<file path="config.mk">
export PLATFORM = sky130hd
export DESIGN_NAME = fb_port_arbiter
export DESIGN_NICKNAME = d
export VERILOG_FILES = /design/src/rtl/fb_pkg.sv /design/src/rtl/fb_rd_return.sv /design/src/rtl/fb_port_arbiter.sv
export SDC_FILE = /design/constraint.sdc
export NUM_CORES = 1
export LEC_CHECK = 0
export CAP_MARGIN = 20
export CORE_ASPECT_RATIO = 0.5
export CORE_MARGIN = 2
export CORE_UTILIZATION = 45
export CTS_CLUSTER_DIAMETER = 80
export DETAILED_ROUTE_END_ITERATION = 7
export PLACE_DENSITY = 0.88
export SETUP_SLACK_MARGIN = 0.15
export SLEW_MARGIN = 5
export SYNTH_ARGS = -nofsm -noshare
export SYNTH_HDL_FRONTEND = slang
export SYNTH_SLANG_ARGS = --single-unit
</file>
<file path="constraint.sdc">
create_clock -name clk -period 2.9 [get_ports clk]
set_clock_uncertainty 0.2 [all_clocks]
set_input_delay 0.725 -clock clk [delete_from_list [all_inputs] [get_ports clk]]
set_output_delay 0.725 -clock clk [all_outputs]
set_load 0.05 [all_outputs]
</file>
<file path="src/rtl/fb_pkg.sv">
// Shared types and constants for the frame-buffer port arbiter.
// The optional write-stall counter is enabled with FB_ARB_STATS_EN.
package fb_pkg;

  localparam int ADDR_W       = 19;
  localparam int DATA_W       = 8;
  localparam int FRAME_PIXELS = 250000;

  typedef enum logic {
    FILL = 1'b0,
    PEND = 1'b1
  } bank_state_e;

  typedef enum logic [1:0] {
    TAG_NONE = 2'd0,
    TAG_DISP = 2'd1,
    TAG_PROC = 2'd2
  } rd_tag_e;

  // oor marks a granted read that never reached the BRAM and must return 0
  typedef struct packed {
    rd_tag_e tag;
    logic    oor;
  } rd_tag_t;

  function automatic logic [ADDR_W-1:0] bank_base(input logic bank);
    return bank ? ADDR_W'(FRAME_PIXELS) : '0;
  endfunction

  function automatic logic in_frame(input logic [ADDR_W-1:0] addr);
    return addr < ADDR_W'(FRAME_PIXELS);
  endfunction

endpackage

</file>
<file path="src/rtl/fb_rd_return.sv">
// Read-return path: tags follow each granted read through the BRAM latency
// and steer the sampled data into the display or pipeline output register.
module fb_rd_return
  import fb_pkg::*;
#(
  parameter int RD_LAT = 1
) (
  input  logic              clk,
  input  logic              rst,
  input  rd_tag_t           tag_i,
  input  logic [DATA_W-1:0] bram_dout_i,
  output logic [DATA_W-1:0] disp_data_o,
  output logic              disp_valid_o,
  output logic [DATA_W-1:0] proc_data_o,
  output logic              proc_valid_o
);

  rd_tag_t           tag_q [RD_LAT+1];
  rd_tag_t           ret_tag;
  logic [DATA_W-1:0] ret_data;
  logic [DATA_W-1:0] disp_data_q;
  logic              disp_valid_q;
  logic [DATA_W-1:0] proc_data_q;
  logic              proc_valid_q;

  // Stage 0 loads alongside the bram_* registers; stage RD_LAT lines up with bram_dout.
  always_ff @(posedge clk or posedge rst) begin
    if (rst) begin
      for (int i = 0; i <= RD_LAT; i++) begin
        tag_q[i] <= '{tag: TAG_NONE, oor: 1'b0};
      end
    end else begin
      tag_q[0] <= tag_i;
      for (int i = 1; i <= RD_LAT; i++) begin
        tag_q[i] <= tag_q[i-1];
      end
    end
  end

  assign ret_tag  = tag_q[RD_LAT];
  assign ret_data = ret_tag.oor ? '0 : bram_dout_i;

  always_ff @(posedge clk or posedge rst) begin
    if (rst) begin
      disp_data_q  <= '0;
      disp_valid_q <= 1'b0;
      proc_data_q  <= '0;
      proc_valid_q <= 1'b0;
    end else begin
      disp_valid_q <= (ret_tag.tag == TAG_DISP);
      proc_valid_q <= (ret_tag.tag == TAG_PROC);
      if (ret_tag.tag == TAG_DISP) disp_data_q <= ret_data;
      if (ret_tag.tag == TAG_PROC) proc_data_q <= ret_data;
    end
  end

  assign disp_data_o  = disp_data_q;
  assign disp_valid_o = disp_valid_q;
  assign proc_data_o  = proc_data_q;
  assign proc_valid_o = proc_valid_q;

endmodule

</file>
<file path="src/rtl/fb_port_arbiter.sv">
// Single-port frame-buffer arbiter with double buffering: display reads the front
// bank, the edge pipeline reads/writes the back bank. Optional FB_ARB_STATS_EN.
module fb_port_arbiter
  import fb_pkg::*;
#(
  parameter int RD_LAT = 1
) (
  input  logic              clk,
  input  logic              rst,
  input  logic              disp_req,
  input  logic [ADDR_W-1:0] disp_addr,
  output logic [DATA_W-1:0] disp_data,
  output logic              disp_valid,
  input  logic              frame_start,
  input  logic              proc_rd_req,
  input  logic [ADDR_W-1:0] proc_rd_addr,
  output logic              proc_rd_gnt,
  output logic [DATA_W-1:0] proc_rd_data,
  output logic              proc_rd_valid,
  input  logic              wr_valid,
  input  logic [ADDR_W-1:0] wr_addr,
  input  logic [DATA_W-1:0] wr_data,
  output logic              wr_ready,
  input  logic              wr_frame_done,
  output logic              ready,
  output logic              front_bank,
  output logic              bram_en,
  output logic              bram_we,
  output logic [ADDR_W-1:0] bram_addr,
  output logic [DATA_W-1:0] bram_din,
  input  logic [DATA_W-1:0] bram_dout
`ifdef FB_ARB_STATS_EN
  ,
  output logic [15:0]       wr_stall_cnt
`endif
);

  // Handshakes: a write transfers in a cycle where wr_valid & wr_ready; a pipeline
  // read transfers where proc_rd_gnt; display reads always transfer. Neither ready
  // nor gnt waits on anything but the current inputs and registered state.

  bank_state_e       state_q, state_d;
  logic              front_q;
  logic              swap;
  logic              fill;
  logic              ptr_q, ptr_d;   // 0: proc read has the next turn, 1: write
  logic              low_ok;
  logic              proc_gnt;
  logic              wr_rdy;
  logic              wr_acc;

  logic              bram_en_q, bram_we_q;
  logic [ADDR_W-1:0] bram_addr_q;
  logic [DATA_W-1:0] bram_din_q;

  logic              sel_en, sel_we;
  logic [ADDR_W-1:0] sel_addr;
  logic [DATA_W-1:0] sel_din;
  rd_tag_t           sel_tag;

  logic [ADDR_W-1:0] disp_phys, proc_phys, wr_phys;

  always_ff @(posedge clk or posedge rst) begin
    if (rst) begin
      state_q <= FILL;
    end else begin
      state_q <= state_d;
    end
  end

  always_comb begin
    state_d = state_q;
    case (state_q)
      FILL:    if (wr_frame_done) state_d = PEND;
      PEND:    if (frame_start)   state_d = FILL;
      default: state_d = FILL;
    endcase
  end

  always_comb begin
    fill = (state_q == FILL);
    swap = (state_q == PEND) & frame_start;
  end

  always_ff @(posedge clk or posedge rst) begin
    if (rst) begin
      front_q <= 1'b0;
      ptr_q   <= 1'b0;
    end else begin
      front_q <= front_q ^ swap;
      ptr_q   <= ptr_d;
    end
  end

  assign ready      = fill;
  assign front_bank = front_q;

  // Display always wins; the two back-bank users share what is left in FILL.
  assign low_ok   = ~disp_req & fill;
  assign proc_gnt = low_ok & proc_rd_req & (~wr_valid | ~ptr_q);
  assign wr_rdy   = low_ok & (~proc_rd_req | ptr_q);
  assign wr_acc   = wr_valid & wr_rdy;

  always_comb begin
    ptr_d = ptr_q;
    if (proc_gnt)    ptr_d = 1'b1;
    else if (wr_acc) ptr_d = 1'b0;
  end

  assign proc_rd_gnt = proc_gnt;
  assign wr_ready    = wr_rdy;

  assign disp_phys = bank_base(front_q)  + disp_addr;
  assign proc_phys = bank_base(~front_q) + proc_rd_addr;
  assign wr_phys   = bank_base(~front_q) + wr_addr;

  // Out-of-range accesses leave the BRAM idle; reads still carry a tag so they return 0.
  always_comb begin
    sel_en   = 1'b0;
    sel_we   = 1'b0;
    sel_addr = bram_addr_q;
    sel_din  = bram_din_q;
    sel_tag  = '{tag: TAG_NONE, oor: 1'b0};
    if (disp_req) begin
      sel_tag = '{tag: TAG_DISP, oor: ~in_frame(disp_addr)};
      if (in_frame(disp_addr)) begin
        sel_en   = 1'b1;
        sel_addr = disp_phys;
      end
    end else if (proc_gnt) begin
      sel_tag = '{tag: TAG_PROC, oor: ~in_frame(proc_rd_addr)};
      if (in_frame(proc_rd_addr)) begin
        sel_en   = 1'b1;
        sel_addr = proc_phys;
      end
    end else if (wr_acc) begin
      if (in_frame(wr_addr)) begin
        sel_en   = 1'b1;
        sel_we   = 1'b1;
        sel_addr = wr_phys;
        sel_din  = wr_data;
      end
    end
  end

  always_ff @(posedge clk or posedge rst) begin
    if (rst) begin
      bram_en_q   <= 1'b0;
      bram_we_q   <= 1'b0;
      bram_addr_q <= '0;
      bram_din_q  <= '0;
    end else begin
      bram_en_q   <= sel_en;
      bram_we_q   <= sel_we;
      bram_addr_q <= sel_addr;
      bram_din_q  <= sel_din;
    end
  end

  assign bram_en   = bram_en_q;
  assign bram_we   = bram_we_q;
  assign bram_addr = bram_addr_q;
  assign bram_din  = bram_din_q;

  fb_rd_return #(
    .RD_LAT(RD_LAT)
  ) u_rd_return (
    .clk          (clk),
    .rst          (rst),
    .tag_i        (sel_tag),
    .bram_dout_i  (bram_dout),
    .disp_data_o  (disp_data),
    .disp_valid_o (disp_valid),
    .proc_data_o  (proc_rd_data),
    .proc_valid_o (proc_rd_valid)
  );

`ifdef FB_ARB_STATS_EN
  logic [15:0] stall_cnt_q;

  always_ff @(posedge clk or posedge rst) begin
    if (rst) begin
      stall_cnt_q <= '0;
    end else if (swap) begin
      stall_cnt_q <= '0;
    end else if (wr_valid && !wr_rdy && stall_cnt_q != 16'hFFFF) begin
      stall_cnt_q <= stall_cnt_q + 16'd1;
    end
  end

  assign wr_stall_cnt = stall_cnt_q;
`endif

endmodule
</file>
### After elaboration in Yosys (flattened, before gate mapping)

Index checks and enable logic that the tools add are counted.

| word-level totals | value |
|---|---|
| latch bits | 0 |
| logic and storage cells | 71 |
| memories kept | 0 |
| RAM bits | 0 |
| bits in registers | 56 |
| bits of input ports | 80 |
| memory bits (read-only) | 0 |
| output and inout port bits | 51 |

| cells by class | value |
|---|---|
| eq/ne operators | 4 |
| bitwise operators | 17 |
| div/mod/pow operators | 0 |
| magnitude comparators | 3 |
| shifts and indexed selects | 0 |
| multipliers | 0 |
| add/sub/neg operators | 3 |
| reduce and logical (&&, ||, !) cells | 5 |
| multiplexer cells | 24 |

Operators by type and width:

| kind | number |
|---|---|
| 2-to-1 mux 19 bit | 6 |
| less-than comparator 19 x 18 -> 1 bit, second input constant | 3 |
| adder 18 x 19 -> 19 bit | 2 |
| 2-to-1 mux 18 bit | 2 |
| adder 19 bit | 1 |
| 2-to-1 mux 1 bit | 12 |
| 2-to-1 mux 8 bit | 1 |
| NOT 1 bit | 8 |
| AND reduction 4 bit | 2 |
| AND 1 bit | 6 |
| 2-to-1 mux 3 bit | 2 |
| nonzero test 3 bit | 2 |
| != test 3 x 2 -> 1 bit, second input constant | 1 |
| equality test 2 x 1 -> 1 bit, second input constant | 1 |
| equality test 2 bit, second input constant | 1 |
| != test 2 x 1 -> 1 bit, second input constant | 1 |
| OR 1 bit | 2 |
| one-hot mux 1 bit (2 select lines) | 1 |
| nonzero test 2 bit | 1 |
| bitwise XOR 1 bit | 1 |

### Logic depth before layout (Yosys ltp)

Gate-level depths: netlist (run 1).

| logic depth | value |
|---|---|
| depth after elaboration | 7 |
| depth in mapped cells | 9 |
| depth with buffers taken out | 9 |

### Cells and area by module

A second synthesis (run 1) with hierarchy kept.

| unflattened totals | value |
|---|---|
| cells, all modules | 385 |
| area, all modules | 3,823.7 um2 |

Modules (own cells, without submodules):

| module | instances | sequential area each (um2) | cells each | area an instance (um2) |
|---|---|---|---|---|
| fb_port_arbiter | 1 | 800.8 | 332 | 2,856.5 |
| fb_rd_return | 1 | 600.6 | 53 | 967.2 |

### Worst setup path before layout (run 1)

No wires, ideal clock.

| timing | value |
|---|---|
| path type | register to register |
| from | register front_q (netlist: front_bank) |
| to | register bram_addr_q[18] (netlist: bram_addr[18]) |
| period minus slack after synthesis | 3.105 ns |
| arrival | 2.814 ns |
| data required time | 2.608 ns |
| cell stages (with the launch flop) | 10 |
| library setup time | 0.092 ns |
| slack | -0.205 ns |
| buffers on the path | 0 |
| cell sequence | dfrtp_1 inv_1 ha_1 ha_1 a31oi_1 nor3_1 o41ai_1 xnor2_1 o22ai_1 o31ai_2 |

| between the ends | value |
|---|---|
| cells in the longest elaborated chain, start to end | 6 |
| elaborated cells on any way between the ends | 11 |
| those cells by class | 3 x add/sub; 8 x mux |

RTL lines:

| element | line | text |
|---|---|---|
| start: declaration | fb_port_arbiter.sv:43 | `logic front_q;` |
| start signal: assignment | fb_port_arbiter.sv:90 | `front_q <= front_q ^ swap;` |
| 2-to-1 mux 18 bit | fb_pkg.sv:27 | `return bank ? ADDR_W'(FRAME_PIXELS) : '0;` |
| adder 18 x 19 -> 19 bit | fb_port_arbiter.sv:115 | `assign wr_phys = bank_base(~front_q) + wr_addr;` |
| 2-to-1 mux 19 bit | fb_port_arbiter.sv:137 | `if (in_frame(wr_addr)) begin` |
| 2-to-1 mux 19 bit | fb_port_arbiter.sv:136 | `end else if (wr_acc) begin` |
| 2-to-1 mux 19 bit | fb_port_arbiter.sv:130 | `end else if (proc_gnt) begin` |
| 2-to-1 mux 19 bit (*) | fb_port_arbiter.sv:124 | `if (disp_req) begin` |
| end signal: assignment | fb_port_arbiter.sv:155 | `bram_addr_q <= sel_addr;` |
| end: declaration | fb_port_arbiter.sv:53 | `logic [ADDR_W-1:0] bram_addr_q;` |

Mark *: on every way between the ends. The rest lies on a longest branch, timed or not. The select of a mux whose other input is x is not followed.
A chain may end at the register's enable or synchronous reset.

### Worst setup path in the final report (run 1)

| timing | value |
|---|---|
| from | input disp_req |
| to | output proc_rd_gnt |

| between the ends | value |
|---|---|
| cells in the longest elaborated chain, start to end | 4 |

RTL lines:

| element | line | text |
|---|---|---|
| start: declaration | fb_port_arbiter.sv:10 | `input logic disp_req,` |
| NOT 1 bit (no source line) | - |  |
| AND 1 bit | fb_port_arbiter.sv:99 | `assign low_ok = ~disp_req & fill;` |
| AND 1 bit (2 in series) | fb_port_arbiter.sv:100 | `assign proc_gnt = low_ok & proc_rd_req & (~wr_valid \| ~ptr_q);` |
| end: declaration | fb_port_arbiter.sv:17 | `output logic proc_rd_gnt,` |

No other way between the ends.

==> results of run 1 <==
==> per-stage QoR <==
step                TNS [ns]  setup WS (ns)  power [mW]  util [%]
global route               0         0.0913        5.19      73.2
floorplan                  0         0.0830        3.00         -
global placement      -0.795         -0.147        3.98      68.4
finish                     0          0.202        4.93      73.2
detailed placement     -1.25         -0.231        4.06      68.4
CTS                        0          0.153        4.72      70.6
==> worst max-delay path: cells and delay by family <==
kind | cells | cell delay, ns
buf+inv | 3 | 0.76
simple gates | 2 | 0.29
==> cell usage after synthesis, types with 9 or more instances <==
master,instances,area (um2)
dfrtp_1,56,1400
nand2_1,52,195
o21ai_0,34,170
ha_1,24,300
xnor2_1,21,184
nand2b_1,20,125
nor2_1,20,75.1
xor2_1,17,149
a21oi_1,10,50.1
inv_1,10,37.5
a31oi_1,9,56.3
nand4_1,9,56.3
==> final cells by class <==
| cell class | count | area (um2) |
|---|---|---|
| well taps | 112 | 140 |
| repair buffers | 186 | 1760 |
| flip-flops and latches | 56 | 1400 |
| clock inverters | 3 | 21.3 |
| multi-input cells | 306 | 2300 |
| clock buffers | 5 | 125 |
| inverters | 11 | 45.0 |
| fillers | 546 | 2120 |
==> what timing repair did <==
item,CTS,global route
setup endpoints to repair,2,19
pin swaps,0,14
resized for setup,4,29
setup buffers,0,7
==> final timing paths <==
kind,to,slack (ns),cells after the start
hold / removal,u_rd_return.ret_tag[0],0.16,0
hold reg to reg,u_rd_return.ret_tag[0],0.16,0
max in group asynchronous,front_bank,1.37,3
setup reg to reg,bram_addr[16],0.29,9
setup / recovery,proc_rd_gnt,0.20,5
min in group asynchronous,u_rd_return.proc_data_o[2],0.57,2
==> cell families (layout without fill, tap and decap cells) <==
group,count (synthesis),count (layout),share of synthesized area [%]
and+or+nand+nor,123,123,16.0
buffers and inverters,23,205,2.65
xor gates and xnor gates,38,38,9.15
DFF,56,56,38.5
adders and majority gates,24,24,8.26
AOI/OAI and AO/OA,111,111,22.3
muxes,10,10,3.03
==> per-layer routing <==
layer	up-vias	GRT usage, %
met4	0	8.29
met2	185	45.7
met1	1798	30.2
li1	1787	-
met3	30	4.73
met5	-	0
==> power by group through the flow <==
stage	clock, mW	sequential (mW)	combinational (mW)
2_1_floorplan	0	1.86	1.14
3_3_place_gp	0	1.13	2.85
3_5_place_dp	0	1.14	2.92
4_1_cts	0.618	1.13	2.98
5_1_grt	0.647	1.16	3.39
6_report	0.606	1.14	3.19
==> registers in the layout (all words and copies together) (netlist names) <==
register / cells
bram_en: 1
front_bank: 1
ptr_q: 1
u_rd_return.disp_valid_o: 1
state_q: 1
bram_we: 1
bram_addr: 19
u_rd_return.tag_q: 3
u_rd_return.proc_valid_o: 1
bram_din: 8
u_rd_return.disp_data_o: 8
u_rd_return.ret_tag: 3
u_rd_return.proc_data_o: 8
==> flow_summary.json, run 1 <==
{
  "status": "finished clean",
  "synth_ff_type": "dfrtp_1",
  "wl_met2_mm": 5.72,
  "wl_met1_mm": 4.79,
  "crit_required_ns": 1.98,
  "ys_ff_latch": 56,
  "cts_tree": "yes",
  "fin_crit_ns": 2.70,
  "switching_share_pct": 46.1,
  "crit_slowest_cell": "clkdlybuf4s50_1",
  "startpoint": "disp_req",
  "path_class": "input pin to output pin",
  "grt_pass1_vias": 3595,
  "hold_slack_ns": 0.158,
  "setup_viol": 0,
  "cpPeakStageDelay_ns": 0.43,
  "cts_buffers": 5,
  "max_cap_violations": 0,
  "ir_worst_vdd_mv": 0.360,
  "placed_cells": 664,
  "rows": 23,
  "drc": 0,
  "async_flop_share_pct": 100,
  "slew_headroom_pct": 62.8,
  "cts-root-buf": "clkbuf_16",
  "clkTransAtPathRegs_ns": 0.07,
  "initial_utilization_pct": 45.9,
  "power_frac_comb_pct": 64.7,
  "avgSynthCellArea_um2": 9.44,
  "antenna_found_initial": 0,
  "area_growth_pct": 59.3,
  "drt_wl_total_mm": 11.6,
  "worst_pin_slew_ns": 0.557,
  "gp_congestion": 0.877,
  "worstHoldStart": "u_rd_return.tag_q[3]",
  "drtAntennaViolNets": 0,
  "reg2reg_from": "front_bank",
  "seqPwrFrac_pct": 23.0,
  "stdcell_count": 679,
  "grt_pass1_wl_mm": 17.4,
  "final_nets": 670,
  "design_area_um2": 5790,
  "min_period_over_period_pct": 93.0,
  "clk_latency_ns": 0.29,
  "synthesis.area_um2": 3640,
  "crit_fanout": 3,
  "core_um2": 7910,
  "cp-start-kind": "input pin",
  "syn_inst": 385,
  "first_pass_iters": 5,
  "slew_violations": 0,
  "drive_gt1_share_pct": 19.0,
  "path_cells": "clkdlybuf4s50_1, nor2_2, nand3_1, inv_2, buf_6",
  "yosysSeqAreaShare_pct": 38.5,
  "cts_hold_repair.buffers": 0,
  "ios": 131,
  "clockPowerShare_pct": 12.3,
  "placed_cell_area_um2": 5410,
  "fp.dieH_um": 67.6,
  "powerDensity_nw_per_um2": 852,
  "synth_cell_type_count": 51,
  "ys_warn_count": 0,
  "hold_viol_final": 0,
  "power_switching_mw": 2.27,
  "track_usage_pct": 24.8,
  "port_buffers": 130,
  "synth_edf_count": 0,
  "viasPerCell": 5.60,
  "die-area_um2": 8860,
  "vias": 3800,
  "drt_iter0_drc": 290,
  "p_leak_nw": 2.51,
  "wire_per_inst_um": 17.0,
  "top_layer": "met4",
  "diodes": 0,
  "rsz0062_at_grt": "true",
  "fp.dieW_um": 131,
  "cts.sinks": 56,
  "wl_met3_um": 791,
  "grt_max_degree": 36,
  "mostFrequentLayoutCells": "clkdlybuf4s50_1 (126), dfrtp_1 (55), buf_4 (53), nand2_1 (52), o21ai_0 (33)",
  "cp.arrival_ns": 1.77,
  "cts_max_level": 2,
  "overflow": 0,
  "clockBufferDepth": 2,
  "synth.net_count": 489,
  "end_kind": "output pin",
  "final_common_cell": "clkdlybuf4s50_1",
  "hpwl_mm": 8.47,
  "max_freq_ghz": 0.371,
  "internal-power_mw": 2.66,
  "min-delay-path-class": "flip-flop to flip-flop"
}
No activity file was read; power rests on OpenSTA's default activity.
==> run 2: changes to the inputs <==
--- a/config.mk
+++ b/config.mk
@@ -5,7 +5,6 @@
 export SDC_FILE = /design/constraint.sdc
 export NUM_CORES = 1
 export LEC_CHECK = 0
-export CAP_MARGIN = 20
 export CORE_ASPECT_RATIO = 0.5
 export CORE_MARGIN = 2
 export CORE_UTILIZATION = 45
==> results of run 2 <==
Final layout, timing and power as in run 1 (identical DEF).
